**src/rtl/lane_deskew_pkg.sv**
```systemverilog
// Shared types and defaults for the per-lane deskew buffer.
// Pulled in by the interface, the RAM and the top.
package lane_deskew_pkg;

  localparam int unsigned NB_CODED_BLOCK_DEF = 66;
  localparam int unsigned MAX_SKEW_DEF       = 63;
  localparam int unsigned NB_DELAY_DEF       = $clog2(MAX_SKEW_DEF + 1);

  typedef enum logic [2:0] {
    IDLE,
    WAIT_SOL,
    COUNT,
    ALIGNED,
    SKEW_ERR
  } deskew_state_t;

endpackage

```
**src/rtl/lane_deskew_buffer_if.sv**
```systemverilog
// Block stream and status bundle for one lane's deskew stage.
// The slave modport is the deskew stage; master is its upstream/downstream side.
interface lane_deskew_buffer_if
  import lane_deskew_pkg::*;
#(
  parameter int unsigned NB_CODED_BLOCK = NB_CODED_BLOCK_DEF,
  parameter int unsigned NB_DELAY       = NB_DELAY_DEF
);
  logic                      i_enable;
  logic                      i_valid;
  logic [NB_CODED_BLOCK-1:0] i_data;
  logic                      i_am_lock;
  logic                      i_resync;
  logic                      i_start_of_lane;
  logic                      i_all_lanes_sol;
  logic [NB_CODED_BLOCK-1:0] o_data;
  logic [NB_DELAY-1:0]       o_delay;
  logic                      o_sol_seen;
  logic                      o_deskew_done;
  logic                      o_skew_error;

  modport master (
    output i_enable, i_valid, i_data, i_am_lock, i_resync, i_start_of_lane, i_all_lanes_sol,
    input  o_data, o_delay, o_sol_seen, o_deskew_done, o_skew_error
  );

  modport slave (
    input  i_enable, i_valid, i_data, i_am_lock, i_resync, i_start_of_lane, i_all_lanes_sol,
    output o_data, o_delay, o_sol_seen, o_deskew_done, o_skew_error
  );
endinterface

```
**src/rtl/lane_deskew_buffer_ram.sv**
```systemverilog
// Simple dual-port block buffer: synchronous write, asynchronous read.
// A read in the same cycle as a write to that address returns the old entry.
module deskew_ram
  import lane_deskew_pkg::*;
#(
  parameter int unsigned NB_DATA = NB_CODED_BLOCK_DEF,
  parameter int unsigned NB_ADDR = NB_DELAY_DEF
) (
  input  logic               i_clock,
  input  logic               i_wr_en,
  input  logic [NB_ADDR-1:0] i_wr_addr,
  input  logic [NB_DATA-1:0] i_wr_data,
  input  logic [NB_ADDR-1:0] i_rd_addr,
  output logic [NB_DATA-1:0] o_rd_data
);
  logic [NB_DATA-1:0] mem [2**NB_ADDR];

  always_ff @(posedge i_clock) begin
    if (i_wr_en) begin
      mem[i_wr_addr] <= i_wr_data;
    end
  end

  assign o_rd_data = mem[i_rd_addr];
endmodule

```
**src/rtl/lane_deskew_buffer.sv**
```systemverilog
// Per-lane deskew: measures how many blocks this lane's SOL leads the last
// lane's SOL and delays the block stream by that amount.
module lane_deskew_buffer
  import lane_deskew_pkg::*;
#(
  parameter int unsigned NB_CODED_BLOCK = NB_CODED_BLOCK_DEF,
  parameter int unsigned MAX_SKEW       = MAX_SKEW_DEF,
  parameter int unsigned NB_DELAY       = $clog2(MAX_SKEW + 1)
) (
  input logic                 i_clock,
  input logic                 i_reset,
  lane_deskew_buffer_if.slave bus
);
  localparam logic [NB_DELAY-1:0] MAX_CNT = NB_DELAY'(MAX_SKEW);

  deskew_state_t             state_q, state_d;
  logic [NB_DELAY-1:0]       cnt_q, cnt_d;
  logic [NB_DELAY-1:0]       delay_q, delay_d;
  logic                      sol_q, sol_d;
  logic                      done_q, done_d;
  logic                      err_q, err_d;
  logic [NB_DELAY-1:0]       wr_ptr_q;
  logic [NB_CODED_BLOCK-1:0] data_q;
  logic [NB_CODED_BLOCK-1:0] rd_data;
  logic                      ev;

  assign ev = bus.i_enable & bus.i_valid;

  deskew_ram #(
    .NB_DATA (NB_CODED_BLOCK),
    .NB_ADDR (NB_DELAY)
  ) u_ram (
    .i_clock   (i_clock),
    .i_wr_en   (ev),
    .i_wr_addr (wr_ptr_q),
    .i_wr_data (bus.i_data),
    .i_rd_addr (wr_ptr_q - delay_q),
    .o_rd_data (rd_data)
  );

  always_comb begin
    state_d = state_q;
    cnt_d   = cnt_q;
    delay_d = delay_q;
    sol_d   = sol_q;
    done_d  = done_q;
    err_d   = err_q;
    // Lock loss / resync outrank everything, so a SOL coinciding with resync is dropped.
    if ((state_q != IDLE) && (!bus.i_am_lock || bus.i_resync)) begin
      state_d = bus.i_am_lock ? WAIT_SOL : IDLE;
      cnt_d   = '0;
      delay_d = '0;
      sol_d   = 1'b0;
      done_d  = 1'b0;
      err_d   = 1'b0;
    end else begin
      case (state_q)
        IDLE: begin
          if (bus.i_am_lock) state_d = WAIT_SOL;
        end
        WAIT_SOL: begin
          if (bus.i_start_of_lane) begin
            sol_d = 1'b1;
            if (bus.i_all_lanes_sol) begin
              delay_d = '0;
              done_d  = 1'b1;
              state_d = ALIGNED;
            end else begin
              cnt_d   = NB_DELAY'(1);
              state_d = COUNT;
            end
          end
        end
        COUNT: begin
          if (bus.i_all_lanes_sol) begin
            delay_d = cnt_q;
            done_d  = 1'b1;
            state_d = ALIGNED;
          end else if (cnt_q == MAX_CNT) begin
            err_d   = 1'b1;
            state_d = SKEW_ERR;
          end else begin
            cnt_d = cnt_q + 1'b1;
          end
        end
        default: ;
      endcase
    end
  end

  always_ff @(posedge i_clock) begin
    if (i_reset) begin
      state_q  <= IDLE;
      cnt_q    <= '0;
      delay_q  <= '0;
      sol_q    <= 1'b0;
      done_q   <= 1'b0;
      err_q    <= 1'b0;
      wr_ptr_q <= '0;
      data_q   <= '0;
    end else if (ev) begin
      state_q  <= state_d;
      cnt_q    <= cnt_d;
      delay_q  <= delay_d;
      sol_q    <= sol_d;
      done_q   <= done_d;
      err_q    <= err_d;
      wr_ptr_q <= wr_ptr_q + 1'b1;
      data_q   <= (delay_q == '0) ? bus.i_data : rd_data;
    end
  end

  assign bus.o_data        = data_q;
  assign bus.o_delay       = delay_q;
  assign bus.o_sol_seen    = sol_q;
  assign bus.o_deskew_done = done_q;
  assign bus.o_skew_error  = err_q;
endmodule

```
**src/flat_wrapper.sv**
```systemverilog
// flat-port wrapper written by rule: the top's interface ports become plain ports
module lane_deskew_buffer_flat import lane_deskew_pkg::*;
#(
  parameter int unsigned NB_CODED_BLOCK = NB_CODED_BLOCK_DEF,
  parameter int unsigned MAX_SKEW       = MAX_SKEW_DEF,
  parameter int unsigned NB_DELAY       = $clog2(MAX_SKEW + 1)
)
  (i_clock, i_reset, bus_i_enable, bus_i_valid, bus_i_data, bus_i_am_lock, bus_i_resync, bus_i_start_of_lane, bus_i_all_lanes_sol, bus_o_data, bus_o_delay, bus_o_sol_seen, bus_o_deskew_done, bus_o_skew_error);
  lane_deskew_buffer_if #(.NB_CODED_BLOCK(NB_CODED_BLOCK), .NB_DELAY(NB_DELAY)) bus_i ();
  input logic i_clock;
  input logic i_reset;
  input wire logic [$bits(bus_i.i_enable)-1:0] bus_i_enable;
  input wire logic [$bits(bus_i.i_valid)-1:0] bus_i_valid;
  input wire logic [$bits(bus_i.i_data)-1:0] bus_i_data;
  input wire logic [$bits(bus_i.i_am_lock)-1:0] bus_i_am_lock;
  input wire logic [$bits(bus_i.i_resync)-1:0] bus_i_resync;
  input wire logic [$bits(bus_i.i_start_of_lane)-1:0] bus_i_start_of_lane;
  input wire logic [$bits(bus_i.i_all_lanes_sol)-1:0] bus_i_all_lanes_sol;
  output wire logic [$bits(bus_i.o_data)-1:0] bus_o_data;
  output wire logic [$bits(bus_i.o_delay)-1:0] bus_o_delay;
  output wire logic [$bits(bus_i.o_sol_seen)-1:0] bus_o_sol_seen;
  output wire logic [$bits(bus_i.o_deskew_done)-1:0] bus_o_deskew_done;
  output wire logic [$bits(bus_i.o_skew_error)-1:0] bus_o_skew_error;
  assign bus_i.i_enable = bus_i_enable;
  assign bus_i.i_valid = bus_i_valid;
  assign bus_i.i_data = bus_i_data;
  assign bus_i.i_am_lock = bus_i_am_lock;
  assign bus_i.i_resync = bus_i_resync;
  assign bus_i.i_start_of_lane = bus_i_start_of_lane;
  assign bus_i.i_all_lanes_sol = bus_i_all_lanes_sol;
  assign bus_o_data = bus_i.o_data;
  assign bus_o_delay = bus_i.o_delay;
  assign bus_o_sol_seen = bus_i.o_sol_seen;
  assign bus_o_deskew_done = bus_i.o_deskew_done;
  assign bus_o_skew_error = bus_i.o_skew_error;
  lane_deskew_buffer #(.NB_CODED_BLOCK(NB_CODED_BLOCK), .MAX_SKEW(MAX_SKEW), .NB_DELAY(NB_DELAY)) u_core (.i_clock(i_clock), .i_reset(i_reset), .bus(bus_i));
endmodule
```
**config.mk**
```make
export PLATFORM = sky130hd
export DESIGN_NAME = lane_deskew_buffer_flat
export DESIGN_NICKNAME = d
export VERILOG_FILES = /design/src/rtl/lane_deskew_pkg.sv /design/src/rtl/lane_deskew_buffer_if.sv /design/src/rtl/lane_deskew_buffer_ram.sv /design/src/rtl/lane_deskew_buffer.sv /design/src/flat_wrapper.sv
export SDC_FILE = /design/constraint.sdc
export NUM_CORES = 2
export LEC_CHECK = 0
export BUFFER_PORTS_ARGS = -buffer_cell sky130_fd_sc_hd__buf_2
export CORE_MARGIN = 4
export CORE_UTILIZATION = 35
export DETAILED_ROUTE_END_ITERATION = 8
export GPL_ROUTABILITY_DRIVEN = 0
export GPL_TIMING_DRIVEN = 0
export PLACE_DENSITY = 0.53
export SETUP_SLACK_MARGIN = 0.2
export SLEW_MARGIN = 0
export SYNTH_ARGS = -nofsm -noshare
export SYNTH_HDL_FRONTEND = slang
export SYNTH_HIERARCHICAL = 1
export SYNTH_MEMORY_MAX_BITS = 65536
export SYNTH_SLANG_ARGS = --single-unit
```
**constraint.sdc**
```tcl
create_clock -name i_clock -period 8.7 [get_ports i_clock]
set_clock_uncertainty 0.1 [all_clocks]
set_input_delay 1.74 -clock i_clock [delete_from_list [all_inputs] [get_ports i_clock]]
set_output_delay 1.74 -clock i_clock [all_outputs]
set_load 0.01 [all_outputs]
```
[Word level (Yosys, flattened, before mapping)]
Memory sizes are Yosys's and may differ from the RTL's. A register that Yosys moved wholly into a read port is not among the register bits.
Index checks and enable logic that the tools add are counted.
Word-level totals
  flip-flop bits (word level): 24
  latch bits: 0
  bits in writable memories: 4224
  bits in read-only memories: 0
  logic and storage cells: 73
  memories kept: 1
Memories
  u_core.u_ram.mem: words 64, width 66, read ports 1, clocked after memory_dff 1, wr ports 1, RTL line lane_deskew_buffer_ram.sv:16  | logic [NB_DATA-1:0] mem [2**NB_ADDR];
Operators by class
  add/sub/neg operators: 3
  multiply operators: 0
  divide/modulo/power cells: 0
  order comparisons: 0
  eq/ne operators: 12
  shifts and indexed selects: 0
  muxes and demuxes: 32
  bitwise operators: 1
  reductions and logical operators: 17
Operators by type and width (number)
  $mux W6: 9
  $pmux W6 S2: 2
  $ne A3 B2 Y1 const B: 7
  $mux W3: 5
  $mux W1: 14
  $add A6 B1 Y6 const B: 2
  $reduce_and A5 Y1: 2
  $pmux W3 S3: 1
  $reduce_bool A2 Y1: 4
  $eq A6 B6 Y1 const B: 1
  $reduce_and A3 Y1: 2
  $reduce_and A6 Y1: 1
  $reduce_bool A3 Y1: 2
  $sub A6 B6 Y6: 1
  $ne A4 B2 Y1 const B: 1
  $reduce_and A4 Y1: 1
  $reduce_bool A4 Y1: 1
  $eq A3 B1 Y1 const B: 1
  $eq A3 B2 Y1 const B: 1
  $logic_not A3 Y1: 1
  $ne A2 B1 Y1 const B: 1
  $pmux W1 S2: 1
  $and A1 B1 Y1: 1
  $logic_and A1 B1 Y1: 1
  other kinds (2): 2

[Logic depth before layout (Yosys ltp)]
  depth in word-level cells: 5
  depth in mapped cells: 16
  gate-level depth less buffers: 14

[Modules after synthesis]
Netlist, hierarchy kept.
Modules (own cells, without submodules)
  deskew_ram: instances 1, cells an instance 6786, area each 159175.2 µm²
  lane_deskew_buffer: instances 1, cells an instance 474, area each 4325.4 µm²

[Worst setup path before layout]
No wires, ideal clock.
  path kind: input to register
  start point: input bus_i_enable
  end point: memory u_core/u_ram/mem[48][0] (netlist name), enable pin
  arrival time: 7.477 ns
  required time: 8.029 ns
  setup slack: 0.552 ns
  stages: 7
  buffers on the path: 2
  cells stage by stage: nand2_1 inv_1 clkbuf_1 clkbuf_1 nor2b_1 nand4b_1 nor3_1
On the way
  longest elaborated chain between the ends: 3
Ends and longest elaborated chain
  start, declared: RTL line flat_wrapper.sv:12  | input wire logic [$bits(bus_i.i_enable)-1:0] bus_i_enable;
  $and A1 B1 Y1: RTL line lane_deskew_buffer.sv:27  | assign ev = bus.i_enable & bus.i_valid;
  via u_core.ev: RTL line lane_deskew_buffer.sv:25  | logic ev;
  $mux W1: RTL line lane_deskew_buffer_ram.sv:19  | if (i_wr_en) begin
  $mux W1 (implied by the code): RTL line lane_deskew_buffer_ram.sv:20  | mem[i_wr_addr] <= i_wr_data;
  end, declared: RTL line lane_deskew_buffer_ram.sv:16
The timed path passes the listed nets, and every way through them passes these cells.

[Worst setup path after layout]
  start point: register u_core.wr_ptr_q[0]
  end point: register u_core.data_q[16], in the netlist u_core/bus.o_data[16], read port of u_core.u_ram.mem
On the way
  longest elaborated chain between the ends: 1
Ends and longest elaborated chain
  start, declared: RTL line lane_deskew_buffer.sv:22  | logic [NB_DELAY-1:0] wr_ptr_q;
  start signal, assigned: RTL line lane_deskew_buffer.sv:108  | wr_ptr_q <= wr_ptr_q + 1'b1;
  $sub A6 B6 Y6: RTL line lane_deskew_buffer.sv:37  | .i_rd_addr (wr_ptr_q - delay_q),
  end, declared: RTL line lane_deskew_buffer.sv:23  | logic [NB_CODED_BLOCK-1:0] data_q;
No other way between the ends.
A chain may end at the register's enable or synchronous reset.

==> reports/qor.yml <==
drc: 0
fin_crit_sh_pct: 81.8
die_width_um: 691
yosysWarnings: 6
finalWirelength_mm: 521
htree_levels: 5
rsz0062_at_grt: "false"
ant_nets: 0
clock-root-buffer: "clkbuf_16"
hold_end: "u_core/bus.o_sol_seen$_SDFFE_PP0P_"
grt_max_degree: 66
drt_first_pass_iters: 8
port_buffers: 147
ys.flop_type: "edfxtp_1"
syn_nets: 7342
maxCapViolations: 4
chipHeight_um: 691
antenna_found_initial: 52
yosys.area.top_type_share_pct: 77.6
cts_buffers: 432
rr_worst_depth: 15
cp.arrival_ns: 7.91
fin_ws_ns: 1.58
synth_edf_count: 4224
syn_area_per_cell_um2: 22.5
rrSetupSlack_ns: 1.58
ioPinCount: 149
end_kind: "register"
synthCells: 7260
grt.overflow.total: 0
max_freq_mhz: 141
layout_commonest_cell: "edfxtp_1"
ys_top_cells_by_area: "edfxtp_1 (78%), mux4_2 (14%), o22ai_1 (1.2%)"
vias: 84000
seq_area_frac_synth_pct: 78.7
rows: 250
placed_area_um2: 178000
dpl.hpwl_mm: 360
worst_pin_slew_ns: 1.59
required_ns: 9.49
final_max_slew_viol_count: 26
r2r-end: "u_core/bus.o_data[16]$_SDFFE_PP0P_"
clk_pin_slew_ns: 0.07
syn2layout_area_growth_pct: 17.4
clk_path_buf_depth: 4
core-area_um2: 465000
wl_per_cell_um: 35.5
yosysTopAreaCell: "edfxtp_1"
drt_iter0_drc: 11000
p_leak_nw: 57.6
worstSetupStartpointType: "register"
fin_area_um2: 192000
postCtsHoldBufs: 0
mappedNetlistArea_um2: 164000
fin_tns_setup_ns: 0
design_power_total_mw: 43.8
avgViaCountPerCell: 5.73
peakVddDrop_mv: 0.180
post-route-util_pct: 41.3
path_class: "reg2reg"
min_path_type: "reg2reg"
grt_pass1_vias: 82600
grtUsageTotal_pct: 21.3
grt_pass1_wl_mm: 706
post-cts-setup-buffers: 0
finalCriticalPeriod_ns: 7.12
timing.rr.start: "u_core/wr_ptr_q[0]$_SDFFE_PP0P_"
start_util_pct: 35.2
worstHoldStart: "u_core/bus.o_sol_seen$_SDFFE_PP0P_"
dp_slack_ns: 1.68
synth_cell_types: 59
async_flop_share_pct: 0
dieArea_um2: 478000
cts.sinks: 4314
status: "finished with violations"
maxSlewHeadroom_pct: -6.04
cts_resized: 0
nNetsFinal: 8192
cts_tree: "yes"
final_cell_mix: "edfxtp_1 (4224), mux4_2 (1009), clkbuf_16 (435)"
violations: "max-capacitance violations, max-slew violations"
layout-drive-gt1-share_pct: 28.0
hold_violations: 0
holdPathStages: 2
cp_max_fo: 11
clock_latency_ns: 1.00
ys_ff_latch: 4314
setup_violations: 0
power_density_nw_per_um2: 228
final cells by class:
type / count / area (µm²)
clock buffers: 538 / 11400
fillers: 40200 / 273000
plain buffers: 436 / 2110
multi-input cells: 2498 / 33500
well taps: 6174 / 7720
diodes: 13 / 32.5
flip-flops and latches: 4314 / 129000
inverters: 12 / 45.0
clock inverters: 268 / 2740
repair buffers: 416 / 5660
cells by family (layout without fill, tap and decap cells):
logic type,Yosys count,in the layout,share of synthesized area [%]
AO/OA/AOI/OAI,759,759,3.27
flip-flops,4314,4314,78.7
other,0,13,0
buffers and inverters,448,1670,1.31
multiplexers,1184,1184,15.0
XOR/XNOR,8,8,0.0429
AND/OR/NAND/NOR,539,539,1.66
adder cells (fa/ha/maj),8,8,0.0658
cell usage after synthesis (3+ instances only):
master / count
nor2_1: 200
dfxtp_1: 90
buf_4: 52
nand2_1: 35
and2_1: 6
a22oi_1: 53
a21oi_1: 30
edfxtp_1: 4224
xnor2_1: 3
mux2i_1: 168
or2_2: 6
nand3_1: 29
nor4_1: 57
a21o_1: 3
a31oi_1: 12
clkbuf_1: 216
nor2b_1: 93
mux4_2: 1009
o21ai_0: 15
mux2_2: 7
o221ai_1: 66
ha_1: 7
o22a_1: 56
buf_2: 114
or3_1: 4
and3_1: 11
nand2b_1: 13
buf_1: 38
nand4_1: 12
o211ai_1: 8
a211oi_1: 181
buf_6: 16
o211a_1: 3
nor3_1: 61
inv_1: 12
xor2_1: 5
o22ai_1: 319
layer usage:
| layer | global-route usage, % | share of wire, % |
|---|---|---|
| met3 | 4.42 | 9.0 |
| met2 | 33.4 | 46 |
| met5 | 0 | 0.035 |
| met4 | 9.02 | 5.0 |
| met1 | 29.0 | 40 |
per-stage QoR:
| stage | hold slack [ns] | cells |
|---|---|---|
| floorplan | 0.369 | 7260 |
| global placement | 0.382 | 13600 |
| detailed placement | 0.380 | 13800 |
| CTS | 0.396 | 14600 |
| global route | 0.410 | 14700 |
| finish | 0.393 | 14700 |
state kept, by name, summed over array words and instances (netlist names):
register and flops:
u_core/bus.o_skew_error 1, u_core/wr_ptr_q 6, u_core/bus.o_delay 6, u_core/state_q 3
u_core/u_ram/mem 4224, u_core/bus.o_sol_seen 1, u_core/bus.o_deskew_done 1, u_core/bus.o_data 66
u_core/cnt_q 6
how the worst max path moves through the flow:
| stage | startpoint | endpoint | slack [ns] | cells after the start |
|---|---|---|---|---|
| finish | u_core/wr_ptr_q[0]$_SDFFE_PP0P_ | u_core/bus.o_data[16]$_SDFFE_PP0P_ | 1.58 | 15 |
| global route | u_core/wr_ptr_q[0]$_SDFFE_PP0P_ | u_core/bus.o_data[16]$_SDFFE_PP0P_ | 1.57 | 15 |
| CTS | u_core/wr_ptr_q[0]$_SDFFE_PP0P_ | u_core/bus.o_data[16]$_SDFFE_PP0P_ | 1.64 | 15 |
| detailed placement | u_core/wr_ptr_q[0]$_SDFFE_PP0P_ | u_core/bus.o_data[16]$_SDFFE_PP0P_ | 1.68 | 15 |
| global placement | bus_i_enable | u_core/u_ram/mem[48][50]$_DFFE_PP_ | -7.37 | 8 |
| floorplan | bus_i_enable | u_core/u_ram/mem[48][0]$_DFFE_PP_ | 0.55 | 7 |
critical path, cell delays in order, from the launching register on:
cell	delay [ns]
dfxtp_1	0.72
inv_1	0.14
ha_1	0.24
fa_1	0.41
inv_1	0.07
a21o_1	0.10
a21oi_1	0.09
xnor2_2	0.74
clkbuf_2	0.71
clkbuf_1	0.89
clkbuf_1	0.78
o221ai_1	0.26
a21oi_1	1.09
o22a_1	0.25
mux2i_1	0.08
a211oi_1	0.25
where the power goes:
group | internal (mW) | switching, mW
Combinational | 0.793 | 1.42
Sequential | 22.9 | 0.0580
Clock | 10.7 | 7.95
Total | 34.3 | 9.43
(Power assumes the default switching activity.)
